[config.mk]
export PLATFORM = sky130hd
export DESIGN_NAME = mesh_term_fifo_bank_flat
export DESIGN_NICKNAME = d
export VERILOG_FILES = /design/src/rtl/mesh_term_fifo_bank_if.sv /design/src/rtl/mesh_term_fifo_bank.sv /design/src/flat_wrapper.sv
export SDC_FILE = /design/constraint.sdc
export NUM_CORES = 1
export LEC_CHECK = 0
export ABC_AREA = 0
export BUFFER_PORTS_ARGS = -buffer_cell sky130_fd_sc_hd__buf_4
export CORE_ASPECT_RATIO = 0.75
export CORE_MARGIN = 2
export CORE_UTILIZATION = 42
export CTS_CLUSTER_DIAMETER = 50
export DETAILED_ROUTE_END_ITERATION = 8
export SETUP_SLACK_MARGIN = 0.4
export SLEW_MARGIN = 10
export SYNTH_ARGS = -nofsm -noshare
export SYNTH_HDL_FRONTEND = slang
export SYNTH_SLANG_ARGS = --single-unit
[constraint.sdc]
create_clock -name clk -period 4 [get_ports clk]
set_clock_uncertainty 0.15 [all_clocks]
set_input_delay 0.8 -clock clk [delete_from_list [all_inputs] [get_ports clk]]
set_output_delay 0.8 -clock clk [all_outputs]
set_load 0.005 [all_outputs]
[src/rtl/mesh_term_fifo_bank_if.sv]
// Signal bundle between the agent/mesh side and the terminal FIFO bank.
interface mesh_term_fifo_bank_if #(
  parameter int NTERM   = 8,
  parameter int pckg_sz = 20,
  parameter int CW      = 3,
  parameter int CNT_W   = 8
);
  // Handshake: pndng_i_in[i] is "valid" for the head on data_out_i_in; popin[i]
  // consumes it on the edge where it is sampled high. push[i] is accepted on its
  // edge with no back-pressure; when full it is dropped or overwrites the oldest.
  logic [NTERM-1:0]         push;
  logic [NTERM*pckg_sz-1:0] data_in;
  logic [NTERM-1:0]         popin;
  logic                     clr_stat;
  logic [NTERM-1:0]         pndng_i_in;
  logic [NTERM*pckg_sz-1:0] data_out_i_in;
  logic [NTERM-1:0]         full;
  logic [NTERM*CW-1:0]      count;
  logic [NTERM*CNT_W-1:0]   ovf_cnt;
  logic [NTERM-1:0]         udf;

  modport master (
    output push, data_in, popin, clr_stat,
    input  pndng_i_in, data_out_i_in, full, count, ovf_cnt, udf
  );

  modport slave (
    input  push, data_in, popin, clr_stat,
    output pndng_i_in, data_out_i_in, full, count, ovf_cnt, udf
  );
endinterface

[src/rtl/mesh_term_fifo_bank.sv]
// Bank of independent first-word-fall-through FIFOs feeding the mesh terminals,
// with overflow policy, saturating drop counters and a sticky underflow flag.
module mesh_term_fifo_bank #(
  parameter int ROWS       = 2,
  parameter int COLUMS     = 2,
  parameter int NTERM      = 2*ROWS + 2*COLUMS,
  parameter int pckg_sz    = 20,
  parameter int fifo_depth = 4,
  parameter int OVF_MODE   = 0,
  parameter int CNT_W      = 8
) (
  input  logic                 clk,
  input  logic                 reset,
  mesh_term_fifo_bank_if.slave bus
);
  localparam int CW = $clog2(fifo_depth + 1);
  localparam int PW = $clog2(fifo_depth);
  localparam logic [CW-1:0] DEPTH_C = CW'(fifo_depth);
  localparam logic [PW-1:0] LAST_C  = PW'(fifo_depth - 1);

  logic [NTERM-1:0]         pndng_w;
  logic [NTERM-1:0]         full_w;
  logic [NTERM-1:0]         udf_w;
  logic [NTERM*pckg_sz-1:0] dout_w;
  logic [NTERM*CW-1:0]      count_w;
  logic [NTERM*CNT_W-1:0]   ovf_w;

  for (genvar i = 0; i < NTERM; i++) begin : g_ch
    logic [pckg_sz-1:0] mem_q [fifo_depth];
    logic [pckg_sz-1:0] mem_d [fifo_depth];
    logic [PW-1:0]      rd_ptr_q, rd_ptr_d;
    logic [PW-1:0]      wr_ptr_q, wr_ptr_d;
    logic [CW-1:0]      count_q, count_d;
    logic [CNT_W-1:0]   ovf_q, ovf_d;
    logic               udf_q, udf_d;
    logic               is_empty, is_full, do_wr, do_rd, ovf_evt, udf_evt;

    always_comb begin
      is_empty = (count_q == '0);
      is_full  = (count_q == DEPTH_C);
      ovf_evt  = bus.push[i] && !bus.popin[i] && is_full;
      udf_evt  = bus.popin[i] && is_empty;
      // Overwrite mode turns an overflow into a write plus an implicit pop of the oldest entry.
      do_wr    = bus.push[i] && (!ovf_evt || (OVF_MODE == 1));
      do_rd    = (bus.popin[i] && !is_empty) || (ovf_evt && (OVF_MODE == 1));

      mem_d = mem_q;
      if (do_wr) mem_d[wr_ptr_q] = bus.data_in[i*pckg_sz +: pckg_sz];

      wr_ptr_d = wr_ptr_q;
      if (do_wr) wr_ptr_d = (wr_ptr_q == LAST_C) ? '0 : wr_ptr_q + 1'b1;
      rd_ptr_d = rd_ptr_q;
      if (do_rd) rd_ptr_d = (rd_ptr_q == LAST_C) ? '0 : rd_ptr_q + 1'b1;

      count_d = count_q;
      if (do_wr && !do_rd)      count_d = count_q + 1'b1;
      else if (do_rd && !do_wr) count_d = count_q - 1'b1;

      // A clear coinciding with an event keeps that event recorded.
      ovf_d = ovf_q;
      if (bus.clr_stat) begin
        ovf_d    = '0;
        ovf_d[0] = ovf_evt;
      end else if (ovf_evt && (ovf_q != '1)) begin
        ovf_d = ovf_q + 1'b1;
      end
      udf_d = udf_evt | (udf_q & !bus.clr_stat);
    end

    always_ff @(posedge clk) begin
      if (reset) begin
        rd_ptr_q <= '0;
        wr_ptr_q <= '0;
        count_q  <= '0;
        ovf_q    <= '0;
        udf_q    <= 1'b0;
      end else begin
        mem_q    <= mem_d;
        rd_ptr_q <= rd_ptr_d;
        wr_ptr_q <= wr_ptr_d;
        count_q  <= count_d;
        ovf_q    <= ovf_d;
        udf_q    <= udf_d;
      end
    end

    assign pndng_w[i]                       = !is_empty;
    assign full_w[i]                        = is_full;
    assign udf_w[i]                         = udf_q;
    assign dout_w[i*pckg_sz +: pckg_sz]     = is_empty ? '0 : mem_q[rd_ptr_q];
    assign count_w[i*CW +: CW]              = count_q;
    assign ovf_w[i*CNT_W +: CNT_W]          = ovf_q;
  end

  assign bus.pndng_i_in    = pndng_w;
  assign bus.full          = full_w;
  assign bus.udf           = udf_w;
  assign bus.data_out_i_in = dout_w;
  assign bus.count         = count_w;
  assign bus.ovf_cnt       = ovf_w;
endmodule

[src/flat_wrapper.sv]
// flat-port wrapper written by rule: the top's interface ports become plain ports
module mesh_term_fifo_bank_flat 
#(
  parameter int ROWS       = 2,
  parameter int COLUMS     = 2,
  parameter int NTERM      = 2*ROWS + 2*COLUMS,
  parameter int pckg_sz    = 20,
  parameter int fifo_depth = 4,
  parameter int OVF_MODE   = 0,
  parameter int CNT_W      = 8
)
  (clk, reset, bus_push, bus_data_in, bus_popin, bus_clr_stat, bus_pndng_i_in, bus_data_out_i_in, bus_full, bus_count, bus_ovf_cnt, bus_udf);
  mesh_term_fifo_bank_if #(.NTERM(NTERM), .pckg_sz(pckg_sz), .CW(3), .CNT_W(CNT_W)) bus_i ();
  input  logic clk;
  input  logic reset;
  input wire logic [$bits(bus_i.push)-1:0] bus_push;
  input wire logic [$bits(bus_i.data_in)-1:0] bus_data_in;
  input wire logic [$bits(bus_i.popin)-1:0] bus_popin;
  input wire logic [$bits(bus_i.clr_stat)-1:0] bus_clr_stat;
  output wire logic [$bits(bus_i.pndng_i_in)-1:0] bus_pndng_i_in;
  output wire logic [$bits(bus_i.data_out_i_in)-1:0] bus_data_out_i_in;
  output wire logic [$bits(bus_i.full)-1:0] bus_full;
  output wire logic [$bits(bus_i.count)-1:0] bus_count;
  output wire logic [$bits(bus_i.ovf_cnt)-1:0] bus_ovf_cnt;
  output wire logic [$bits(bus_i.udf)-1:0] bus_udf;
  assign bus_i.push = bus_push;
  assign bus_i.data_in = bus_data_in;
  assign bus_i.popin = bus_popin;
  assign bus_i.clr_stat = bus_clr_stat;
  assign bus_pndng_i_in = bus_i.pndng_i_in;
  assign bus_data_out_i_in = bus_i.data_out_i_in;
  assign bus_full = bus_i.full;
  assign bus_count = bus_i.count;
  assign bus_ovf_cnt = bus_i.ovf_cnt;
  assign bus_udf = bus_i.udf;
  mesh_term_fifo_bank #(.ROWS(ROWS), .COLUMS(COLUMS), .NTERM(NTERM), .pckg_sz(pckg_sz), .fifo_depth(fifo_depth), .OVF_MODE(OVF_MODE), .CNT_W(CNT_W)) u_core (.clk(clk), .reset(reset), .bus(bus_i));
endmodule
======== Word level (Yosys, flattened, before mapping) ========
Cells that the tools add are included.
storage, ports and cells
  input port bits ......................... 179
  register bits after elaboration ......... 768
  output and inout bits ................... 272
  word-level logic and storage cells ...... 459
cells by class
  bitwise logic cells ..................... 33
  equality and inequality tests ........... 32
  multiplexer cells ....................... 104
  reductions and logical operators ........ 146
  $add $sub $neg .......................... 40
  $lt $le $gt $ge ......................... 24
operators by type and width
  cell                 number
  $bwmux 80            8
  $mux 20              32
  $bmux 20 s2          8
  $demux 20 s2         8
  $logic_and 1x1->1    72
  $add 8x1->8 const B  8
  $ne 8x8->1 const B   8
  $ge 3x3->1 const B   16
  $mux 3               16
  $not 2->3            16
  $logic_not 1->1      41
  $add 2x1->2 const B  16
  $eq 2x2->1 const B   16
  $mux 2               16
  $reduce_bool 2->1    16
  $add 3x1->3 const B  8
  $eq 3x3->1 const B   8
  $logic_not 3->1      8
  $lt 3x1->1 const B   8
  $sub 3x1->3 const B  8
  $mux 1               16
  $reduce_and 2->1     8
  $and 1x1->1          8
  $or 1x1->1           8
  2 further kinds      2

======== Depth between registers and ports, before layout ========
  depth after elaboration ................. 9
  depth in mapped cells ................... 10
  mapped depth without buffers ............ 9

======== Least setup slack after synthesis ========
No wires, ideal clock.
  path type ............................... input to register
  start ................................... input bus_popin[2]
  end ..................................... register u_core.g_ch[2].count_q[2]
  setup time .............................. 0.070 ns
  stages on the path ...................... 10
  required time ........................... 3.780 ns
  arrival time ............................ 2.478 ns
  slack ................................... 1.301 ns
  buffers on the path ..................... 1
  cell sequence ........................... or4b_1 -> buf_2 -> nand2_1 -> inv_1 -> ha_1 -> inv_1 -> fa_1 -> xor2_1 -> or3_1 -> a21oi_1
on the way
  longest elaborated chain between the ends .. 8
  elaborated cells on any way between the ends .. 12
  those cells by class .................... mux (1); reduce/logical (11)
RTL lines
  element                             RTL line                   text
  from (decl)                         flat_wrapper.sv:18         input wire logic [$bits(bus_i.popin)-1:0] bus_popin;
  $logic_not 1->1 *                   mesh_term_fifo_bank.sv:41  ovf_evt = bus.push[i] && !bus.popin[i] && is_full;
  $logic_and 1x1->1 * (2 in a row)    mesh_term_fifo_bank.sv:41
  $logic_not 1->1 *                   mesh_term_fifo_bank.sv:44  do_wr = bus.push[i] && (!ovf_evt || (OVF_MODE == 1));
  $logic_and 1x1->1 *                 mesh_term_fifo_bank.sv:44
  named net u_core.g_ch[2].do_wr      mesh_term_fifo_bank.sv:36  logic is_empty, is_full, do_wr, do_rd, ovf_evt, udf_evt;
  $logic_not 1->1                     mesh_term_fifo_bank.sv:57  else if (do_rd && !do_wr) count_d = count_q - 1'b1;
  $logic_and 1x1->1                   mesh_term_fifo_bank.sv:57
  $reduce_bool 2->1 (no source line)  -
  to (signal assigned)                mesh_term_fifo_bank.sv:81  count_q <= count_d;
  to (decl)                           mesh_term_fifo_bank.sv:33  logic [CW-1:0] count_q, count_d;
The timed path passes the listed nets; every way through them passes the cells marked *.
A chain may end at the register's enable or synchronous reset.

======== Worst setup path after layout ========
  start ................................... register u_core.g_ch[0].rd_ptr_q[0]
  end ..................................... output bus_data_out_i_in[13]
on the way
  longest elaborated chain between the ends .. 5
RTL lines
  element                                     RTL line                   text
  from (decl)                                 mesh_term_fifo_bank.sv:31  logic [PW-1:0] rd_ptr_q, rd_ptr_d;
  from (signal assigned)                      mesh_term_fifo_bank.sv:79  rd_ptr_q <= rd_ptr_d;
  $not 2->3 (not written as such)             mesh_term_fifo_bank.sv:90  assign dout_w[i*pckg_sz +: pckg_sz] = is_empty ? '0 : mem_q[rd_ptr_q];
  $bmux 20 s2                                 mesh_term_fifo_bank.sv:90
  $mux 20 (not written as such) (2 in a row)  mesh_term_fifo_bank.sv:90
  $mux 20                                     mesh_term_fifo_bank.sv:90
  to (decl)                                   flat_wrapper.sv:21         output wire logic [$bits(bus_i.data_out_i_in)-1:0] bus_data_out_i_in;
Every way passes these cells. The select of a mux whose other input is x is not followed.

==> flow_summary.json <==
{
  "xor_and_xnor_fraction_of_the_mapped_netlist_area_pct": 0.763,
  "synth-main-ff-cell": "sky130_fd_sc_hd__edfxtp_1",
  "post-route-util_pct": 52.1,
  "remaining_drc_errors": 0,
  "core_um2": 73300,
  "final_net_count": 2534,
  "max_clock_freq_ghz": 0.301,
  "synth.distinct_cells": 51,
  "final_hold_viol_count": 0,
  "syn-instance-count": 1804,
  "grt_antenna_before_repair": 2,
  "dieArea_um2": 76000,
  "number_of_enable_type_register_cells_in_the_synthesized_netlist": 640,
  "cts_bufs_inserted": 81,
  "cap_viol_max_count": 0,
  "crit_path_max_fanout": 17,
  "fin_setup_tns_ns": 0,
  "groute.usage.overall_pct": 18.4,
  "top_layer_used": "met5",
  "whs_ns": 0.228,
  "vdd_drop_max_mv": 0.336,
  "synth.area.mux_share_pct": 12.6,
  "met3RoutedLength_um": 5520,
  "clk-insertion-delay-late_ns": 0.61,
  "wl_per_cell_um": 21.2,
  "endpoint_kind": "output pin",
  "start_util_pct": 42.3,
  "netlist_area_um2": 31000,
  "power_per_cell_area_nw_per_um2": 604,
  "numPortBuffers": 450,
  "cts_tree": "done",
  "pin_count": 451,
  "status": "finished clean",
  "syn_avg_cell_area_um2": 17.2,
  "critical_path_arrival_ns": 2.37,
  "synth-async-reset-ratio_pct": 0,
  "fill_cells": 5978,
  "avgViaCountPerCell": 5.22,
  "drt_pre_antenna_iters": 7,
  "rsz_0062_raised_after_global_routing": "false",
  "final_setup_violations": 0,
  "critPathRequiredTime_ns": 3.05,
  "clk_path_buf_depth": 3,
  "dieWidth_um": 318,
  "synth_top_family_by_area": "multiplexers",
  "layout_cell_share_with_drive_strength_beyond_1_pct": 33.4,
  "synth_seq_area_share_pct": 70.2,
  "tightest_slew_ns": 1.13,
  "antennaDiodeCount": 0,
  "gr-total-overflow": 0,
  "post_cts_hold_buffer_count": 0,
  "min-delay-path-class": "input pin to flop",
  "die-height_um": 239,
  "via_count_of_the_first_global_routing_pass": 17800,
  "gp_routability_congestion": 0.770,
  "grt_first_pass_wirelength_um": 106000,
  "ys_ff_latch": 768,
  "timing.final.crit_period_ns": 3.32,
  "hpwlAfterDp_um": 47100,
  "synth_compound_gate_area_share_pct": 2.98,
  "drt-met1-wl_um": 29900,
  "synth_simple_gate_area_share_pct": 8.73,
  "worst_setup_hold_path_clk_slew_ns": 0.06,
  "min_period_over_period_pct": 83.0,
  "cts_sinks": 768,
  "route.met2.wl_um": 33000,
  "power.leakage_nw": 13.6,
  "syn_to_final_growth_pct": 23.1,
  "core.rowCount": 86,
  "synthesis.nets": 2047,
  "yosys_warnings": 0,
  "detail-route-antenna-nets": 0,
  "drt_iter0_drc": 1159,
  "postRouteWirelength_um": 70300,
  "start_kind": "flop",
  "post_cts_resize_count": 0,
  "largest_net_degree_at_the_start_of_global_routing": 38,
  "cts-htree-levels": 3,
  "detailroute.via_count": 17400,
  "path_class": "flop to output pin",
  "synth-adder-area-share_pct": 2.78,
  "slew-limit-headroom_pct": 24.6,
  "root_buffer_cell": "sky130_fd_sc_hd__clkbuf_16",
  "final-max-slew-violation-count": 0,
  "buffer_count_from_post_cts_setup_fixing": 0
}
==> state kept, by name (all words and copies together), names as in the netlist <==
register / count
u_core.g_ch.ovf_q: 64
u_core.g_ch.count_q: 24
u_core.g_ch.rd_ptr_q: 16
u_core.g_ch.wr_ptr_q: 16
u_core.g_ch.udf_q: 8
u_core.g_ch.mem_q: 640
==> per-layer routing <==
metal | GRT usage [%] | vias to the layer above
li1 | - | 7984
met1 | 24.2 | 8818
met2 | 28.7 | 446
met4 | 5.84 | 4
met3 | 6.30 | 114
met5 | 0 | -
==> final cells by class <==
class	count	area (µm²)	share of cell area, %
Tap cell	968	1210	3.17
Timing Repair Buffer	491	3690	9.66
Clock buffer	109	2250	5.88
Clock inverter	39	427	1.12
Multi-Input combinational cell	900	8650	22.6
Sequential cell	768	21800	57.0
Inverter	49	184	0.482
==> synthesized netlist by cell type, types with 3 or more instances <==
cell	count	area, µm²
sky130_fd_sc_hd__or2_2	3	18.8
sky130_fd_sc_hd__o21ai_0	26	130
sky130_fd_sc_hd__nor4b_1	4	35.0
sky130_fd_sc_hd__or3_1	40	250
sky130_fd_sc_hd__edfxtp_1	640	19200
sky130_fd_sc_hd__nor2_1	62	233
sky130_fd_sc_hd__a211oi_1	3	22.5
sky130_fd_sc_hd__xor2_1	22	193
sky130_fd_sc_hd__and4_1	3	26.3
sky130_fd_sc_hd__and2_1	198	1240
sky130_fd_sc_hd__nand2_1	43	161
sky130_fd_sc_hd__buf_2	9	45.0
sky130_fd_sc_hd__nand2b_1	5	31.3
sky130_fd_sc_hd__nand3_1	23	115
sky130_fd_sc_hd__fa_1	8	160
sky130_fd_sc_hd__clkbuf_1	53	199
sky130_fd_sc_hd__mux4_2	160	3600
sky130_fd_sc_hd__o21ba_2	4	40.0
sky130_fd_sc_hd__mux2i_1	26	260
sky130_fd_sc_hd__nor2b_1	8	50.1
sky130_fd_sc_hd__xnor2_1	5	43.8
sky130_fd_sc_hd__o211ai_1	9	67.6
sky130_fd_sc_hd__ha_1	56	701
sky130_fd_sc_hd__buf_4	16	120
sky130_fd_sc_hd__inv_1	49	184
sky130_fd_sc_hd__nand3b_1	4	30.0
sky130_fd_sc_hd__mux2_2	5	56.3
sky130_fd_sc_hd__nor4b_2	4	60.1
sky130_fd_sc_hd__a21oi_1	78	390
sky130_fd_sc_hd__o31ai_1	20	150
sky130_fd_sc_hd__or4_1	20	150
sky130_fd_sc_hd__nor3_1	8	40.0
sky130_fd_sc_hd__nand4_1	19	119
sky130_fd_sc_hd__dfxtp_1	128	2560
sky130_fd_sc_hd__buf_1	9	33.8
sky130_fd_sc_hd__and3_1	7	43.8
sky130_fd_sc_hd__nor3b_1	8	60.1
==> layout by cell type (no fill, tap or decap), types with 49 or more instances in the layout <==
cell	n
sky130_fd_sc_hd__a21oi_1	78
sky130_fd_sc_hd__and2_1	198
sky130_fd_sc_hd__buf_4	490
sky130_fd_sc_hd__clkbuf_16	85
sky130_fd_sc_hd__dfxtp_1	128
sky130_fd_sc_hd__edfxtp_1	640
sky130_fd_sc_hd__ha_1	56
sky130_fd_sc_hd__inv_1	49
sky130_fd_sc_hd__mux4_2	160
sky130_fd_sc_hd__nor2_1	62
==> cells by family (layout without fill, tap and decap cells) <==
logic type,after synthesis,in the layout
fa+ha+maj,64,64
xor+xnor,27,27
mux,191,191
simple gates,463,463
flops,768,768
buf+inv,136,688
compound gates,155,155
==> worst paths after layout <==
path | startpoint | end | slack, ns | depth (start not counted)
setup / recovery | u_core.g_ch[0].rd_ptr_q[0] | bus_data_out_i_in[13] | 0.68 | 4
hold / removal | bus_data_in[78] | u_core.g_ch[3].mem_q[18] | 0.23 | 1
setup reg to reg | u_core.g_ch[4].count_q[0] | u_core.g_ch[4].count_q[2] | 1.13 | 10
hold reg to reg | u_core.g_ch[7].rd_ptr_q[0] | u_core.g_ch[7].rd_ptr_q[0] | 0.35 | 2
==> through the flow <==
stage          worst slack, ns  std cells  power, mW  cell area (µm²)
3_3_place_gp              1.03       3176       15.8            35500
6_report                 0.681       3324       23.1            38200
3_5_place_dp             0.941       3176       15.9            35500
4_1_cts                  0.490       3324       23.4            38200
2_1_floorplan             1.30       1804       12.9            31000
5_1_grt                  0.495       3324       24.2            38200
==> critical path: stages, from the launching register on <==
cell and delay [ns]:
sky130_fd_sc_hd__dfxtp_1 0.54, sky130_fd_sc_hd__buf_6 0.32, sky130_fd_sc_hd__mux4_2 0.56, sky130_fd_sc_hd__and2_1 0.19, sky130_fd_sc_hd__buf_4 0.13
==> power breakdown <==
group | leakage [nW] | switching, mW | total [mW] | internal (mW)
Clock | 1.30 | 3.06 | 7.49 | 4.43
Sequential | 6.85 | 0.349 | 9.49 | 9.14
Combinational | 5.42 | 2.86 | 6.09 | 3.23
(Power assumes the default switching activity.)
